<file path="config.mk">
export PLATFORM = sky130hd
export DESIGN_NAME = regfile_mp
export DESIGN_NICKNAME = d
export VERILOG_FILES = /design/src/rtl/regfile_pkg.sv /design/src/rtl/regfile_clr_fsm.sv /design/src/rtl/regfile_mp.sv
export SDC_FILE = /design/constraint.sdc
export NUM_CORES = 2
export LEC_CHECK = 0
export ABC_AREA = 0
export CAP_MARGIN = 20
export CORE_MARGIN = 2
export CORE_UTILIZATION = 45
export CTS_CLUSTER_SIZE = 14
export DETAILED_ROUTE_END_ITERATION = 6
export PLACE_DENSITY = 0.64
export SKIP_LAST_GASP = 1
export SLEW_MARGIN = 20
export SYNTH_ARGS = -nofsm -noshare
export SYNTH_HDL_FRONTEND = slang
export SYNTH_SLANG_ARGS = --single-unit
export TNS_END_PERCENT = 10
</file>
<file path="constraint.sdc">
create_clock -name clk -period 3.8 [get_ports clk]
set_input_delay 0.38 -clock clk [delete_from_list [all_inputs] [get_ports clk]]
set_output_delay 0.38 -clock clk [all_outputs]
set_load 0.01 [all_outputs]
</file>
<file path="src/rtl/regfile_pkg.sv">
// Shared types for the multi-port register file: clear-sweep FSM states
// and default width/depth localparams used as parameter defaults.
package regfile_pkg;

  localparam int REGFILE_DATA_W = 32;
  localparam int REGFILE_ADDR_W = 5;

  typedef enum logic [1:0] {
    IDLE  = 2'd0,
    SWEEP = 2'd1,
    DONE  = 2'd2
  } clr_state_e;

endpackage

</file>
<file path="src/rtl/regfile_clr_fsm.sv">
// Clear-sweep controller: IDLE -> SWEEP (one entry per cycle) -> DONE -> IDLE.
// Ports: clk, rst (sync, active-low), clr_req in; clr_busy, clr_ack, idle,
//        sweep_start, sweep_we, sweep_addr out to the array.
import regfile_pkg::*;

module regfile_clr_fsm #(
  parameter int ADDR_W = REGFILE_ADDR_W
) (
  input  logic              clk,
  input  logic              rst,
  input  logic              clr_req,
  output logic              clr_busy,
  output logic              clr_ack,
  output logic              idle,
  output logic              sweep_start,
  output logic              sweep_we,
  output logic [ADDR_W-1:0] sweep_addr
);

  localparam logic [ADDR_W-1:0] LAST = '1;

  clr_state_e        state_q, state_d;
  logic [ADDR_W-1:0] cnt_q, cnt_d;

  always_comb begin
    state_d     = state_q;
    cnt_d       = cnt_q;
    sweep_start = 1'b0;
    unique case (state_q)
      IDLE: begin
        if (clr_req) begin
          state_d     = SWEEP;
          cnt_d       = '0;
          sweep_start = 1'b1;
        end
      end
      SWEEP: begin
        cnt_d = cnt_q + 1'b1;
        // terminal on the last index, not on the wrap
        if (cnt_q == LAST) state_d = DONE;
      end
      DONE:    state_d = IDLE;
      default: state_d = IDLE;
    endcase
  end

  always_ff @(posedge clk) begin
    if (!rst) begin
      state_q <= IDLE;
      cnt_q   <= '0;
    end else begin
      state_q <= state_d;
      cnt_q   <= cnt_d;
    end
  end

  assign clr_busy   = (state_q == SWEEP);
  assign clr_ack    = (state_q == DONE);
  assign idle       = (state_q == IDLE);
  assign sweep_we   = (state_q == SWEEP);
  assign sweep_addr = cnt_q;

endmodule

</file>
<file path="src/rtl/regfile_mp.sv">
// Multi-port register file: NUM_RD async reads, two prioritised writes
// (wr1 wins), busy scoreboard (alloc/writeback) and a clear sweep.
// Ports: rd_addr/rd_data/rd_busy (packed per port), wr0_*, wr1_*,
//        alloc_en/alloc_addr, clr_req/clr_busy/clr_ack; rst sync active-low.
// Option: define REGFILE_BYPASS_EN to forward same-cycle write data to reads.
import regfile_pkg::*;

module regfile_mp #(
  parameter int DATA_W   = REGFILE_DATA_W,
  parameter int ADDR_W   = REGFILE_ADDR_W,
  parameter int NUM_RD   = 2,
  parameter int ZERO_REG = 1
) (
  input  logic                     clk,
  input  logic                     rst,
  input  logic [NUM_RD*ADDR_W-1:0] rd_addr,
  output logic [NUM_RD*DATA_W-1:0] rd_data,
  output logic [NUM_RD-1:0]        rd_busy,
  input  logic                     wr0_en,
  input  logic [ADDR_W-1:0]        wr0_addr,
  input  logic [DATA_W-1:0]        wr0_data,
  input  logic                     wr1_en,
  input  logic [ADDR_W-1:0]        wr1_addr,
  input  logic [DATA_W-1:0]        wr1_data,
  input  logic                     alloc_en,
  input  logic [ADDR_W-1:0]        alloc_addr,
  input  logic                     clr_req,
  output logic                     clr_busy,
  output logic                     clr_ack
);

  localparam int DEPTH = 2 ** ADDR_W;

  logic [DATA_W-1:0] mem_q [DEPTH];
  logic [DATA_W-1:0] mem_d [DEPTH];
  logic [DEPTH-1:0]  busy_q, busy_d;

  logic              idle;
  logic              sweep_start;
  logic              sweep_we;
  logic [ADDR_W-1:0] sweep_addr;

  regfile_clr_fsm #(
    .ADDR_W (ADDR_W)
  ) u_clr (
    .clk         (clk),
    .rst         (rst),
    .clr_req     (clr_req),
    .clr_busy    (clr_busy),
    .clr_ack     (clr_ack),
    .idle        (idle),
    .sweep_start (sweep_start),
    .sweep_we    (sweep_we),
    .sweep_addr  (sweep_addr)
  );

  always_comb begin
    mem_d  = mem_q;
    busy_d = busy_q;
    if (idle) begin
      if (wr0_en) begin
        mem_d[wr0_addr]  = wr0_data;
        busy_d[wr0_addr] = 1'b0;
      end
      if (wr1_en) begin
        mem_d[wr1_addr]  = wr1_data;
        busy_d[wr1_addr] = 1'b0;
      end
      // alloc after writes: the newer producer keeps the entry busy
      if (alloc_en) busy_d[alloc_addr] = 1'b1;
    end
    if (sweep_start) busy_d = '0;
    if (sweep_we) mem_d[sweep_addr] = '0;
    if (ZERO_REG != 0) begin
      mem_d[0]  = '0;
      busy_d[0] = 1'b0;
    end
  end

  always_ff @(posedge clk) begin
    if (!rst) begin
      for (int i = 0; i < DEPTH; i++) mem_q[i] <= '0;
      busy_q <= '0;
    end else begin
      mem_q  <= mem_d;
      busy_q <= busy_d;
    end
  end

  for (genvar g = 0; g < NUM_RD; g++) begin : g_rd
    logic [ADDR_W-1:0] a;
    logic [DATA_W-1:0] d;
    logic              b;
    logic              z;

    assign a = rd_addr[g*ADDR_W +: ADDR_W];
    assign z = (ZERO_REG != 0) && (a == '0);

    always_comb begin
      d = mem_q[a];
      b = busy_q[a];
      if (z) d = '0;
`ifdef REGFILE_BYPASS_EN
      if (idle && !z) begin
        if (wr1_en && (wr1_addr == a)) begin
          d = wr1_data;
          b = 1'b0;
        end else if (wr0_en && (wr0_addr == a)) begin
          d = wr0_data;
          b = 1'b0;
        end
      end
`endif
    end

    assign rd_data[g*DATA_W +: DATA_W] = d;
    assign rd_busy[g]                  = b;
  end

endmodule

</file>
==> summary.md <==
| Metric | Value |
|---|---|
| Full die area | 0.145 mm2 |
| Crit path max fanout | 19 |
| Hold Crit Depth | 3 |
| Switch Pwr | 8.21 mW |
| Leakage | 23.8 nW |
| Dpl ws | 0.0486 ns |
| Reg-to-reg endpoint | mem_q[129]$_SDFF_PN0_ |
| GRT Resource Usage Total | 0.406 |
| Max-cap viol count | 0 |
| EDFF count, synth | 0 |
| Post-synthesis sequential area ratio | 0.323 |
| Setup ws final | 0.0512 ns |
| Hold Violations, Final | 0 |
| Worst hold path class | primary input to register |
| DR iter-0 viols | 10.3k |
| Critical path data arrival time | 3.37 ns |
| Syn Std Cell Area | 0.0639 mm2 |
| Initial antenna violation count | 22 |
| Detailed-route via count | 63.0k |
| Leading cell type in the layout, fill and taps excluded | a21oi_1 |
| Boundary pin count | 163 |
| Final Non-Filler Cells | 8,221 |
| R2r setup slk | 0.24 ns |
| CTS sink cnt | 1,030 |
| CP Capture Type | output pin |
| # rows | 138 |
| H-tree levels | 3 |
| Hold wc startpoint | rst |
| Status | finished, final reports clean |
| Port Buffers | 162 |
| TNS Setup | 0 ns |
| Mapped Cells | 6,458 |
| Critical Path Start Type | primary input |
| Layout cells sized above 1 | 0.216 |
| Crit-path cells | dlymetal6s2s_1 > nand3b_1 > buf_12 > buf_12 > o22ai_1 > nor2_1 > o31a_1 > clkdlybuf4s50_1 |
| Design Power | 27.5 mW |
| Worst vdd ir | 363 uV |
| Yosys reg bits | 1,030 |
| RSZ-0062 raised after global routing | no |
| Fin. max-slew vios | 0 |
| Comb power frac | 0.163 |
| Largest net degree at the start of global routing | 201 |
| Critical path's most frequent cell | buf_12 |
| Remaining DRCs | 0 |
| Clock buffer depth | 3 |
| Yosys warnings | 0 |
| Switch share | 0.298 |
| Hold Buf Count CTS | 0 |
| Synth cell types | 68 |
| Skew final | 0.0246 ns |
| Syn_nets | 6,558 |
| Min Clock Period, post-route | 3.75 ns |
| Worst path slowest cell | clkdlybuf4s50_1 |
| Clock Pin Slew Worst Setup and Hold Paths | 0.07 ns |
| Routed Wire Length | 306 mm |
| Placed Cells | 8,004 |
| Hold path endpoint | mem_q[990]$_SDFF_PN0_ |
| CP max stage delay | 0.65 ns |
| Hpwl dp | 194 mm |
| Initial Util | 0.452 |
| Drt first pass iters | 6 |
| Worst relative slew slack | 0.173 |
| Buf/Inv on CP | 4 |
| Reg2reg path depth | 5 |
| # Post-CTS Setup Buffers | 0 |
| Clock latency on the worst-skew pair | 0.77 ns |
| CTS Buf Count | 112 |
| Slew at the pin closest to its max-slew limit | 1.24 ns |
| Crit Path Category | primary input to output pin |
| Drt via density | 7.66 |
| Asr flop ratio synth | 0 |
| PD cells | 377 mW/mm2 |
| CTS Root Cell | clkbuf_16 |
| TritonCTS clock tree | done |
| GRT Residual Overflow | 0 |
| Chip Height | 381 um |
| Sequential Power Share | 0.405 |
| Post_cts resized | 0 |
| Most frequent cells in the layout | a21oi_1 (1,050), dfxtp_1 (1,030), a211oi_1 (958), mux2i_1 (752), mux4_2 (460) |
| DR WL/cell | 37.3 um |
| Die W | 381 um |
| Final setup fails | 0 |
| Syn Area/Cell | 9.89 um2 |
| Core area | 0.141 mm2 |
| Clock share of power | 0.432 |
| Fin crit share | 0.987 |
| Delay-heaviest family, CP | buffers and inverters |
| Critical path required time | 3.42 ns |
| Vias in the first global route | 59.7k |
| First-pass GRT wire length | 435 mm |
| FF-to-FF Start | u_clr.state_q[0]$_SDFFE_PN0P_ |
| Cell Int Power | 19.3 mW |
| Fmax | 0.267 GHz |
| Ys flop type | dfxtp_1 |
| Syn-to-layout area delta | 14.3% |
| Antenna viol nets, final | 0 |
| GP Congestion | 1.02 |
| Final #Nets | 6,328 |
## power groups by stage
stage                     clock (mW)  combinational (mW)  sequential [mW]
final                           11.9                4.49             11.2
after detailed placement           0                4.26             11.4
after global placement             0                4.22             11.4
after CTS                       11.8                4.27             11.1
after global routing            12.2                4.55             11.2
after floorplan                    0                2.41             11.3
## cell type report
| type | count | area, um2 |
|---|---|---|
| repair buffers | 625 | 6220 |
| fillers | 12700 | 68200 |
| clock buffers | 169 | 3400 |
| diodes | 7 | 17.5 |
| flip-flops and latches | 1030 | 20600 |
| well taps | 1890 | 2360 |
| inverters | 6 | 22.5 |
| multi-input cells | 4453 | 39900 |
| clock inverters | 41 | 493 |
## worst max path at each step
| stage | start | endpoint | cells past startpoint |
|---|---|---|---|
| after floorplan | rd_addr[5] | rd_busy[1] | 8 |
| after global placement | rd_addr[3] | rd_data[14] | 8 |
| after detailed placement | rd_addr[3] | rd_data[31] | 8 |
| after CTS | rd_addr[3] | rd_data[31] | 8 |
| after global routing | rd_addr[8] | rd_data[46] | 8 |
| final | rd_addr[3] | rd_data[31] | 8 |
## per-layer routing
layer | share of wire | global-route usage | wire length, um | up-vias
li1 | - | - | - | 25100
met1 | 0.35 | 0.503 | 108000 | 30600
met2 | 0.42 | 0.584 | 127000 | 5616
met3 | 0.15 | 0.160 | 46500 | 1553
met4 | 0.080 | 0.267 | 24600 | 28
met5 | 0.00069 | 0.000661 | 210 | -
## worst register-to-register path: stages (launching register included)
cell,delay [ns]
dfxtp_1,0.49
nor2b_1,0.58
nand2_1,0.79
o21ai_4,1.04
buf_4,0.40
a211oi_1,0.08
## per-stage QoR
| step | utilization | cell area [um2] | hold slack (ns) |
|---|---|---|---|
| floorplan | - | 63900 | 0.461 |
| global placement | 0.489 | 69100 | 0.478 |
| detailed placement | 0.489 | 69100 | 0.496 |
| CTS | 0.517 | 73000 | 0.199 |
| global route | 0.517 | 73000 | 0.244 |
| finish | 0.517 | 73000 | 0.230 |
## synth_stat cells, types with 38 or more instances
library cell,n,area (um2)
dfxtp_1,1030,20600
mux2i_1,752,7530
a21oi_1,1050,5260
mux4_2,460,10400
nand2_1,71,267
a211oi_1,958,7190
clkbuf_1,636,2390
mux2_2,68,766
nor2b_1,73,457
a22oi_1,73,548
a22o_1,60,526
o31a_1,60,526
buf_2,271,1360
nor2_1,75,282
o22ai_1,326,2040
buf_4,38,285
## flip-flops by register name (all words and copies together) (netlist names)
name and flops:
mem_q 992, u_clr.sweep_addr 5, u_clr.state_q 2, busy_q 31
## cell families after synthesis
kind of cell	after synthesis	synth area share
buffers and inverters	975	0.0653
adder cells (fa/ha/maj)	5	0.000979
AO/OA/AOI/OAI	2748	0.281
multiplexers	1280	0.292
flip-flops	1030	0.323
AND/OR/NAND/NOR	420	0.0384
Power figures use the tool's default switching activity.
